**src/rtl/epf_channel_multistate.sv**
```systemverilog
// N-state Markov burst-error channel for PAM-2^SYMBOL_W symbols, with a run-time loaded
// per-state probability table and built-in symbol/error/burst statistics counters.
module urng_64 #(
    parameter logic [63:0] SEED0 = 64'h1391A0B350391A0B,
    parameter logic [63:0] SEED1 = 64'h50391A0B0392A7D3,
    parameter logic [63:0] SEED2 = 64'h0392A7D350391A0B
) (
    input  logic        clk,
    input  logic        rstn,
    input  logic        en,
    output logic [63:0] r
);
    // Three-component combined 64-bit Tausworthe generator.
    logic [63:0] z1, z2, z3;
    logic [63:0] z1_next, z2_next, z3_next;

    always_comb begin
        z1_next = ((z1 & 64'hFFFF_FFFF_FFFF_FFFE) << 10) ^ (((z1 << 1) ^ z1) >> 53);
        z2_next = ((z2 & 64'hFFFF_FFFF_FFFF_FE00) << 5) ^ (((z2 << 24) ^ z2) >> 50);
        z3_next = ((z3 & 64'hFFFF_FFFF_FFFF_F000) << 29) ^ (((z3 << 3) ^ z3) >> 23);
    end

    always_ff @(posedge clk) begin
        if (!rstn) begin
            z1 <= SEED0;
            z2 <= SEED1;
            z3 <= SEED2;
        end else if (en) begin
            z1 <= z1_next;
            z2 <= z2_next;
            z3 <= z3_next;
        end
    end

    assign r = z1 ^ z2 ^ z3;
endmodule

module epf_channel_multistate #(
    parameter int          SYMBOL_W   = 2,
    parameter int          NUM_STATES = 4,
    parameter int          CNT_W      = 48,
    parameter logic [63:0] RNG_SEED0  = 64'h1391A0B350391A0B,
    parameter logic [63:0] RNG_SEED1  = 64'h50391A0B0392A7D3,
    parameter logic [63:0] RNG_SEED2  = 64'h0392A7D350391A0B
) (
    input  logic                          clk,
    input  logic                          rstn,
    input  logic                          en,
    input  logic [SYMBOL_W-1:0]           symbol_in,
    input  logic [63:0]                   probability_in,
    input  logic [31:0]                   probability_idx,
    input  logic                          sign_mode,
    input  logic                          sat_mode,
    output logic [SYMBOL_W-1:0]           symbol_out,
    output logic                          valid,
    output logic                          err_flag,
    output logic [CNT_W-1:0]              symbol_count,
    output logic [CNT_W-1:0]              error_count,
    output logic [CNT_W-1:0]              burst_count,
    output logic [$clog2(NUM_STATES)-1:0] state_out
);
    localparam int                   ST_W    = $clog2(NUM_STATES);
    localparam logic [ST_W-1:0]      MAX_ST  = ST_W'(NUM_STATES - 1);
    localparam logic [SYMBOL_W-1:0]  MAX_SYM = {SYMBOL_W{1'b1}};
    localparam logic [SYMBOL_W-1:0]  ONE_SYM = SYMBOL_W'(1);

    logic [63:0]         r;
    logic [ST_W-1:0]     state, next_state;
    logic                sign, neg, hit;
    logic                sign_mode_q, sat_mode_q;
    logic [SYMBOL_W-1:0] err_sym;

    // NOTE: the table has no reset branch on purpose; it must survive rstn so it can be
    // loaded during the reset window and kept across later resets.
    logic [63:0] prob [NUM_STATES] = '{default: '0};

    urng_64 #(.SEED0(RNG_SEED0), .SEED1(RNG_SEED1), .SEED2(RNG_SEED2)) u_rng (
        .clk  (clk),
        .rstn (rstn),
        .en   (en),
        .r    (r)
    );

    always_ff @(posedge clk) begin
        if (!rstn && probability_idx < 32'(NUM_STATES))
            prob[probability_idx[ST_W-1:0]] <= probability_in;
    end

    function automatic logic [CNT_W-1:0] sat_inc(input logic [CNT_W-1:0] c);
        return (&c) ? c : c + CNT_W'(1);
    endfunction

    // NOTE: every output of this block gets a default first, so no path leaves one
    // unassigned and no latch is inferred.
    always_comb begin
        hit        = r < prob[state];
        neg        = sign_mode_q ? r[0] : sign;
        err_sym    = symbol_in;
        next_state = '0;
        if (sat_mode_q) begin
            if (!neg) err_sym = (symbol_in == MAX_SYM) ? MAX_SYM - ONE_SYM : symbol_in + ONE_SYM;
            else      err_sym = (symbol_in == '0)      ? ONE_SYM           : symbol_in - ONE_SYM;
        end else begin
            err_sym = neg ? symbol_in - ONE_SYM : symbol_in + ONE_SYM;
        end
        if (hit)
            next_state = (state == MAX_ST) ? MAX_ST : state + ST_W'(1);
    end

    // NOTE: all registered state uses non-blocking assignments so every flop samples
    // pre-edge values regardless of statement order.
    always_ff @(posedge clk) begin
        if (!rstn) begin
            valid        <= 1'b0;
            err_flag     <= 1'b0;
            symbol_out   <= '0;
            state        <= '0;
            sign         <= 1'b0;
            symbol_count <= '0;
            error_count  <= '0;
            burst_count  <= '0;
            sign_mode_q  <= sign_mode;
            sat_mode_q   <= sat_mode;
        end else begin
            valid <= en;
            if (en) begin
                state        <= next_state;
                symbol_count <= sat_inc(symbol_count);
                if (state == '0) begin
                    symbol_out <= symbol_in;
                    err_flag   <= 1'b0;
                    if (hit) begin
                        burst_count <= sat_inc(burst_count);
                        sign        <= 1'b0;
                    end
                end else begin
                    symbol_out  <= err_sym;
                    err_flag    <= 1'b1;
                    error_count <= sat_inc(error_count);
                    sign        <= ~sign;
                end
            end
        end
    end

    assign state_out = state;
endmodule

```
**config.mk**
```make
export PLATFORM = sky130hd
export DESIGN_NAME = epf_channel_multistate
export DESIGN_NICKNAME = d
export VERILOG_FILES = /design/src/rtl/epf_channel_multistate.sv
export SDC_FILE = /design/constraint.sdc
export NUM_CORES = 1
export LEC_CHECK = 0
export ABC_CLOCK_PERIOD_IN_PS = 10000
export CAP_MARGIN = 25
export CORE_MARGIN = 2
export CORE_UTILIZATION = 50
export CTS_CLUSTER_SIZE = 16
export DETAILED_ROUTE_END_ITERATION = 10
export PLACE_DENSITY_LB_ADDON = 0.08
export SYNTH_ARGS = -nofsm -noshare
export SYNTH_HDL_FRONTEND = slang
export SYNTH_SLANG_ARGS = --single-unit
export TNS_END_PERCENT = 1
```
**constraint.sdc**
```tcl
create_clock -name clk -period 10 [get_ports clk]
set_input_delay 1.5 -clock clk [delete_from_list [all_inputs] [get_ports clk]]
set_output_delay 1.5 -clock clk [all_outputs]
set_load 0.03 [all_outputs]
```
==> metrics.md <==
| Metric | Value |
|---|---|
| CP max FO | 39 |
| Max Clk Rate | 189.1 MHz |
| Vias in the first global route | between 15000 and 20000 |
| Core area | 52450 sq um |
| Yosys reg bits | about 600 |
| Synth-to-Final Area Change | 19.93% |
| Worst path buffer plus inverter count | 2 |
| Non-Filler Instances | 3250 |
| Critical Setup Path Class | flop to flop |
| CP max stage cell | dfxtp_4 |
| Mapped Cells | between 2000 and 2500 |
| CTS tree | done |
| Hold Crit Depth | 1 |
| Layout cells sized above 1 | around 8.4% |
| Gr ovfl total | 0 |
| Routed length per instance | approximately 19 um |
| Number of I/O port buffers | 252 |
| Final Cycle Share | between 50 and 60% |
| Multi-input gate area | between 10000 and 15000 sq um |
| Cell taking the most area after synthesis | edfxtp_1 |
| MaxCap Viol Count | 0 |
| Post-synth top area share | between 20% and 30% |
| Hold path startpoint | sign |
| Nets | 2683 |
| Min cycle time layout | 5.287 ns |
| Buffer count from post-CTS setup fixing | 0 |
| Post-synth top flop | dfxtp_1 |
| I/O Pins | ~250 |
| Setup TNS | 0 ns |
| Rows | 84 |
| Final Skew | 0.02036 ns |
| Vias | roughly 18000 |
| Required @ worst endpoint | 10.50 ns |
| Register area | about 15000 sq um |
| Startpoint types | flop |
| Resize count post-CTS | 0 |
| H-tree depth | 3 |
| R2r worst-path depth | 12 |
| Slew @ Worst Pin | ~1.0 ns |
| Synth cell types | 61 |
| CP Depth | 12 |
| Crit-path cells | buf_4 > mux4_2 > inv_1 > ha_1 > a211oi_1 > o211ai_1 > o221a_2 > nor4_1 > a31o_4 > nand2_2 > or4_1 > a21oi_1 |
| GRT Total Usage | between 20% and 30% |
| Relative slew slack | between 20% and 30% |
| HP Class | flop to flop |
| Largest net degree at the start of global routing | around 160 |
| HPWL Detailed | roughly 43 mm |
| Post-route ant nets | 0 |
| Area of the die | between 50000 and 60000 sq um |
| P_leak | 11.29 nW |
| Die Span Y | 234.0 um |
| Initial antenna violation count | 0 |
| Ys Warns | 0 |
| DR iter-0 viols | between 1000 and 1500 |
| CTS Sinks | around 600 |
| Vias/cell | 5.495 |
| Net Count, Synth | approximately 2500 |
| Max stage delay on crit path | ~0.82 ns |
| Routed WL | approximately 63 mm |
| First-pass GRT wire length | slightly below 100 mm |
| Top post-synthesis cells by area | edfxtp_1, dfxtp_1, xnor2_1, mux4_2, mux2i_1 |
| Die X | 234.0 um |
| Pre-antenna DRT Iters | 8 |
| Top Family by Delay on Critical Path | simple AND/OR/NAND/NOR gates |
| Crit end category | flop |
| Worst EP arrival | approximately 5.8 ns |
| Fillers | 4290 |
| Number of synthesized flops with an enable pin | 258 |
| Starting density of the core | 50.42% |
| Slew Limit Fails | 0 |
| Root Driver | clkbuf_16 |
| Peak supply drop | between 100 and 150 uV |
| Status | completed |
| # diodes | 0 |
| RSZ-0062 raised after global routing | no |
| Placed cell count | 3130 |
| Ys async rst share | 0% |
| Cts hold-fix bufs | 0 |
| DRC violation count after routing | 0 |
| Area of the mapped netlist | roughly 26000 sq um |
| Worst-skew pair later-pin latency | 0.59 ns |
| Clock buffer depth | 3 |
| Clock slew at the register clock pins of the worst setup and hold paths | about 0.060 ns |
| Setup violators final | 0 |
| Pwr Density | between 150 and 200 nW/um^2 |
| Sequential share of the synthesized area | 55.42% |
| Hold Vio Cnt, Final | 0 |
| GP Congestion | ~0.85 |
| TritonCTS Buffers | 66 |
| Avg Cell Area, Syn | 11.57 sq um |
==> where the power goes <==
group | total [W] | switching [W] | leakage, nW | internal, W
Sequential | 0.00272 | 0.0000990 | 5.14 | 0.00263
Clock | 0.00245 | 0.000966 | 1.09 | 0.00148
Combinational | 0.000667 | 0.000353 | 5.06 | 0.000314
Total | 0.00584 | 0.00142 | 11.3 | 0.00442
==> metal layers <==
layer	wire (um)	GRT usage (%)	vias up
met4	1889	7.476	0
met5	0	0	-
met1	28520	31.68	8760
met3	2698	3.745	104
li1	-	-	8624
met2	29920	38.05	371
==> state kept, by name, indices dropped and copies added, names as in the netlist, named ones only <==
| signal | flops |
|---|---|
| symbol_count | 48 |
| burst_count | 48 |
| state_out | 2 |
| u_rng.z1 | 64 |
| err_flag | 1 |
| sat_mode_q | 1 |
| u_rng.z3 | 64 |
| error_count | 48 |
| sign_mode_q | 1 |
| u_rng.z2 | 64 |
| prob | 256 |
| sign | 1 |
| symbol_out | 2 |
| valid | 1 |
==> cells in the final DEF (no fill, tap or decap), types with 8 or more instances in the layout <==
master,count
o21ai_0,57
o21ai_1,8
xnor2_1,222
clkinv_2,12
nor2_1,244
edfxtp_1,258
a21oi_1,58
o31ai_1,15
clkbuf_1,12
xor2_1,65
a211oi_1,39
dfxtp_1,343
mux2i_1,133
ha_1,69
nor3_1,11
and3_1,25
buf_4,13
or3_1,22
nand4_1,58
a21oi_2,8
nand2_1,190
nor4_1,19
clkbuf_16,69
mux4_2,64
clkdlybuf4s50_1,250
inv_1,82
nand3_1,70
and4_1,20
and2_1,13
clkbuf_8,12
or4_1,17
==> metrics by stage <==
stage                     hold WS [ns]  instance area (sq um)  power (W)  worst slack [ns]  util (%)
final                           0.4780                  31710   0.005840             4.713     60.47
after CTS                       0.4795                  31680   0.005895             4.666     60.41
after floorplan                 0.4404                  26440   0.003214             1.205         -
after detailed placement        0.4684                  29490   0.003445             4.665     56.22
after global routing            0.5011                  31710   0.006071             4.262     60.47
after global placement          0.4600                  29490   0.003427             4.725     56.22
==> final timing paths <==
path	end	slack, ns
max	burst_count[47]	4.71
min	sign	0.48
max reg2reg	burst_count[47]	4.71
min reg2reg	sign	0.48
==> cell families after synthesis <==
kind of cell               synth area share (%)
muxes                                     10.49
AOI/OAI and AO/OA                         5.465
buffers and inverters                     2.957
DFF                                       55.42
adders and majority gates                 3.265
and+or+nand+nor                           12.81
xor gates and xnor gates                  9.592
==> worst reg2reg max path: cells and delay by family, from the launching register on <==
kind / cells / cell delay (ns)
mux: 1 / 0.66
simple gates: 3 / 1.61
compound gates: 5 / 1.10
flops: 1 / 0.82
fa+ha+maj: 1 / 0.25
buf+inv: 2 / 0.76
==> cell usage after synthesis (all sizes together), types with 25 or more instances <==
cell and instances:
a211oi 40, a21oi 66, and3 25, buf 37
clkbuf 70, dfxtp 345, edfxtp 258, ha 69
inv 83, mux2i 133, mux4 64, nand2 192
nand3 70, nand4 58, nor2 246, nor4 26
o21ai 71, xnor2 222, xor2 65
==> layout make-up <==
class                   instances  share of cell area, %
well taps                     688                  2.715
clock inverters                24                 0.7891
inverters                      83                  1.006
multi-input cells            1492                  34.79
clock buffers                  95                  6.139
flip-flops and latches        603                  46.23
repair buffers                265                  8.333
Note: power is estimated with default switching activity, not from simulation.
==> RTL change 1 (same settings) <==
Change the parameter `CNT_W` from 48 to 40.
--- a/src/rtl/epf_channel_multistate.sv
+++ b/src/rtl/epf_channel_multistate.sv
@@ -38,7 +38,7 @@
 module epf_channel_multistate #(
     parameter int          SYMBOL_W   = 2,
     parameter int          NUM_STATES = 4,
-    parameter int          CNT_W      = 48,
+    parameter int          CNT_W      = 40,
     parameter logic [63:0] RNG_SEED0  = 64'h1391A0B350391A0B,
     parameter logic [63:0] RNG_SEED1  = 64'h50391A0B0392A7D3,
     parameter logic [63:0] RNG_SEED2  = 64'h0392A7D350391A0B
Interface: changed (resized burst_count, error_count and symbol_count); port bits go from 253 to 229. The function was not compared with the original's and may differ.
==> RTL change 1 against the original RTL <==
Routed wire length down 4.1%; hold slack worse by 8.1 ps; final area down 5.1%; synthesized area down 4.2%; sequential cell count down 24; setup slack worse by 340 ps; first-iteration DRC count down 1.6%; via count down 6.0%; cell count down 5.3%; non-clock buffer count down 23; synthesized cell count down 5.6%; total power down 6.8%; die area down 4.1%; largest cell class unchanged; largest power group unchanged.
==> RTL change 1: results <==
# TYPE chip_impl_metric gauge
chip_impl_info{name="netlist_top_cells_count",value="321 x dfxtp_1, 290 x nor2_1, 258 x edfxtp_1"} 1
chip_impl_metric{name="power.ir.vdd_worst",unit="uV"} 118
chip_impl_metric{name="mappedNetlistArea",unit="sq mm"} 0.0253
chip_impl_metric{name="layout_worst_path_cycle_share",unit=""} 0.562
chip_impl_metric{name="signal_buffers",unit=""} 242
chip_impl_metric{name="grt.met3_usage",unit=""} 0.0351
chip_impl_metric{name="setup.reg_to_reg.worst_slack",unit="ps"} 4380
chip_impl_metric{name="initialDrtViolationCount",unit=""} 1035
chip_impl_metric{name="insertion_delay",unit="ps"} 620
chip_impl_metric{name="first_global_vias",unit=""} 16900
chip_impl_metric{name="layout.filler_cells",unit=""} 4177
chip_impl_metric{name="place_area",unit="sq mm"} 0.0282
chip_impl_info{name="outcome",value="finished clean"} 1
chip_impl_metric{name="multiInputGateArea",unit="sq mm"} 0.0104
chip_impl_metric{name="gp_congestion",unit=""} 0.833
chip_impl_metric{name="gr-usage-met2",unit=""} 0.395
chip_impl_info{name="holdCritStartpoint",value="symbol_out[1]"} 1
chip_impl_info{name="hold-path-endpoint",value="symbol_out[1]"} 1
chip_impl_info{name="r2r_end",value="burst_count[14]"} 1
chip_impl_metric{name="synth.distinct_cells",unit=""} 60
chip_impl_metric{name="area.sequential",unit="sq mm"} 0.0142
chip_impl_metric{name="layout.clock.cell_area_share",unit=""} 0.0633
chip_impl_metric{name="portion_of_the_post_synthesis_area_used_by_sequential_elements",unit=""} 0.560
chip_impl_metric{name="worstPathMaxFanout",unit=""} 33
chip_impl_metric{name="cp_data_arrival_time",unit="ps"} 6170
chip_impl_metric{name="wl_met1",unit="mm"} 26.8
chip_impl_metric{name="post_place_cells",unit=""} 2964
chip_impl_metric{name="clk_sinks",unit=""} 579
[RTL change 1: cell types whose count changed after synthesis, moves of 11 or more]
cell,delta
nand2_1,-70
nor2_1,+44
xnor2_1,-26
dfxtp_1,-24
nand3_1,-21
xor2_1,+16
nand4_1,-15
a21oi_1,-11
buf_1,-11
[RTL change 1: kinds of logic (layout without fill, tap and decap cells)]
| family | Yosys count | in the layout | synth area share |
|---|---|---|---|
| AO/OA/AOI/OAI | 181 | 181 | 0.0449 |
| buffers and inverters | 196 | 445 | 0.0307 |
| AND/OR/NAND/NOR | 651 | 651 | 0.123 |
| multiplexers | 202 | 202 | 0.111 |
| XOR/XNOR | 278 | 278 | 0.0967 |
| adder cells (fa/ha/maj) | 69 | 69 | 0.0341 |
| flip-flops | 579 | 579 | 0.560 |
[RTL change 1: worst max-delay path, delay by kind of cell (launching register included)]
kind | cells | cell delay, ps
compound gates | 5 | 1420
fa+ha+maj | 1 | 230
buf+inv | 2 | 630
flops | 1 | 940
mux | 1 | 370
simple gates | 3 | 1900
==> RTL change 2 (config.mk and constraints unchanged) <==
Made on the original files. Reset style: asynchronous (`rstn`), changed in one clocked block.
--- a/src/rtl/epf_channel_multistate.sv
+++ b/src/rtl/epf_channel_multistate.sv
@@ -20,7 +20,7 @@
         z3_next = ((z3 & 64'hFFFF_FFFF_FFFF_F000) << 29) ^ (((z3 << 3) ^ z3) >> 23);
     end
 
-    always_ff @(posedge clk) begin
+    always_ff @(posedge clk or negedge rstn) begin
         if (!rstn) begin
             z1 <= SEED0;
             z2 <= SEED1;
Behaviour: no difference found for any inputs over 4 cycles, from zero or initial values and one cycle with rstn low; that may be too few to reach the edited logic, so the function may still have changed.
==> RTL change 2 against the original RTL <==
Sequential cell count is the same; synthesized area grew 2.5%; setup slack gained 66 ps; routed wire length grew 0.61%; final area grew 2.5%; critical endpoint is now burst_count[2]; largest cell class unchanged; highest routed layer unchanged.
Power is not compared: it rests on default switching activity, and its combinational part moved more than twofold at a synthesized area within 25%.
==> RTL change 2: results <==
# TYPE chip_impl_metric gauge
chip_impl_metric{name="place_ws",unit="ps"} 4720
chip_impl_metric{name="worstPathMaxFanout",unit=""} 66
chip_impl_metric{name="drt_wl_total",unit="mm"} 63.4
chip_impl_metric{name="drt-pass1-iter-count",unit=""} 5
chip_impl_info{name="slowest_stage_cell_on_the_critical_path",value="dfxtp_4"} 1
chip_impl_metric{name="synthArstFlopShare",unit=""} 0.318
chip_impl_info{name="synth_top_cells_by_area",value="edfxtp_1 29%, dfxtp_1 11%, dfrtp_1 10%"} 1
chip_impl_metric{name="worstMarginPinSlew",unit="ps"} 1040
chip_impl_metric{name="layout_worst_path_cycle_share",unit=""} 0.522
chip_impl_metric{name="vias_per_cell",unit=""} 5.56
chip_impl_info{name="netlist_top_cells_count",value="258 x edfxtp_1, 222 x xnor2_1, 170 x nor2_1"} 1
chip_impl_info{name="ctsRootBufferMaster",value="clkbuf_16"} 1
chip_impl_info{name="holdCritStartpoint",value="burst_count[6]"} 1
chip_impl_metric{name="drive_above_1_share",unit=""} 0.164
chip_impl_metric{name="critPathMaxStageDelay",unit="ps"} 730
chip_impl_metric{name="cp_data_arrival_time",unit="ps"} 5720
chip_impl_info{name="cp_top_family",value="compound AO/OA/AOI/OAI gates"} 1
chip_impl_metric{name="postSynthNetCount",unit=""} 2328
chip_impl_metric{name="setup.reg_to_reg.worst_slack",unit="ps"} 4780
chip_impl_metric{name="synth.distinct_cells",unit=""} 64
chip_impl_metric{name="ff2ff_path_depth",unit=""} 13
chip_impl_metric{name="worst_clock_skew",unit="ps"} 18.9
chip_impl_info{name="primary_ff_master_synth",value="edfxtp_1"} 1
chip_impl_metric{name="gp_congestion",unit=""} 0.831
chip_impl_metric{name="place_hpwl",unit="mm"} 43.9
chip_impl_info{name="crit_path_end_kind",value="flop"} 1
chip_impl_metric{name="grt_start_max_net_pins",unit=""} 165
chip_impl_metric{name="numCtsBuffers",unit=""} 67
chip_impl_info{name="hold-path-endpoint",value="burst_count[6]"} 1
chip_impl_metric{name="first_global_vias",unit=""} 17500
chip_impl_metric{name="nets",unit=""} 2580
chip_impl_metric{name="grt_usage",unit=""} 0.227
chip_impl_info{name="cp-endpoint",value="burst_count[2]"} 1
chip_impl_metric{name="portion_of_the_post_synthesis_area_used_by_sequential_elements",unit=""} 0.580
chip_impl_metric{name="global_route_wire_length_before_repair",unit="mm"} 98.5
chip_impl_metric{name="holdPathStages",unit=""} 2
chip_impl_info{name="outcome",value="finished clean"} 1
chip_impl_metric{name="clk_pin_slew_worst_paths",unit="ps"} 60
chip_impl_metric{name="initialDrtViolationCount",unit=""} 987
chip_impl_metric{name="synth-edff-count",unit=""} 258
RTL change 2: area by class of cell:
| cell class | count | area, sq um |
|---|---|---|
| clock inverters | 27 | 224 |
| fillers | 4300 | 21200 |
| repair buffers | 269 | 2690 |
| well taps | 696 | 871 |
| flip-flops and latches | 603 | 15700 |
| multi-input cells | 1374 | 10700 |
| inverters | 93 | 349 |
| clock buffers | 92 | 1890 |
RTL change 2: worst register-to-register path: stages, from the launching register on:
cell	delay, ps
dfxtp_4	730
buf_4	690
mux4_2	690
inv_1	70
ha_1	230
a21oi_1	160
o21ai_0	110
a221oi_1	680
nand4_1	220
a211oi_1	400
nor2_4	70
buf_4	330
or4_1	600
a21oi_1	170
RTL change 2: cell families after synthesis:
| logic type | Yosys count | share of synthesized area |
|---|---|---|
| DFF | 603 | 0.580 |
| adders and majority gates | 69 | 0.0318 |
| and+or+nand+nor | 608 | 0.114 |
| AOI/OAI and AO/OA | 197 | 0.0418 |
| buffers and inverters | 179 | 0.0254 |
| xor gates and xnor gates | 275 | 0.0894 |
| muxes | 225 | 0.118 |
RTL change 2: through the flow:
stage	util	cells	area [sq um]	hold WS (ps)
2_1_floorplan	-	2156	27100	467
3_3_place_gp	0.565	3033	30300	475
3_5_place_dp	0.565	3033	30300	486
4_1_cts	0.604	3152	32500	495
5_1_grt	0.605	3154	32500	503
6_report	0.605	3154	32500	490
RTL change 2: power by group:
part           total [uW]  switching [uW]  internal [uW]
logic                3190            1710           1490
clock network        2370             969           1400
registers            3710             601           3110
RTL change 2: routing by layer:
| layer | global-route usage | part of all wire |
|---|---|---|
| met4 | 0.0618 | 0.024 |
| met3 | 0.0380 | 0.042 |
| met2 | 0.381 | 0.49 |
| met5 | 0 | 0 |
| met1 | 0.305 | 0.45 |
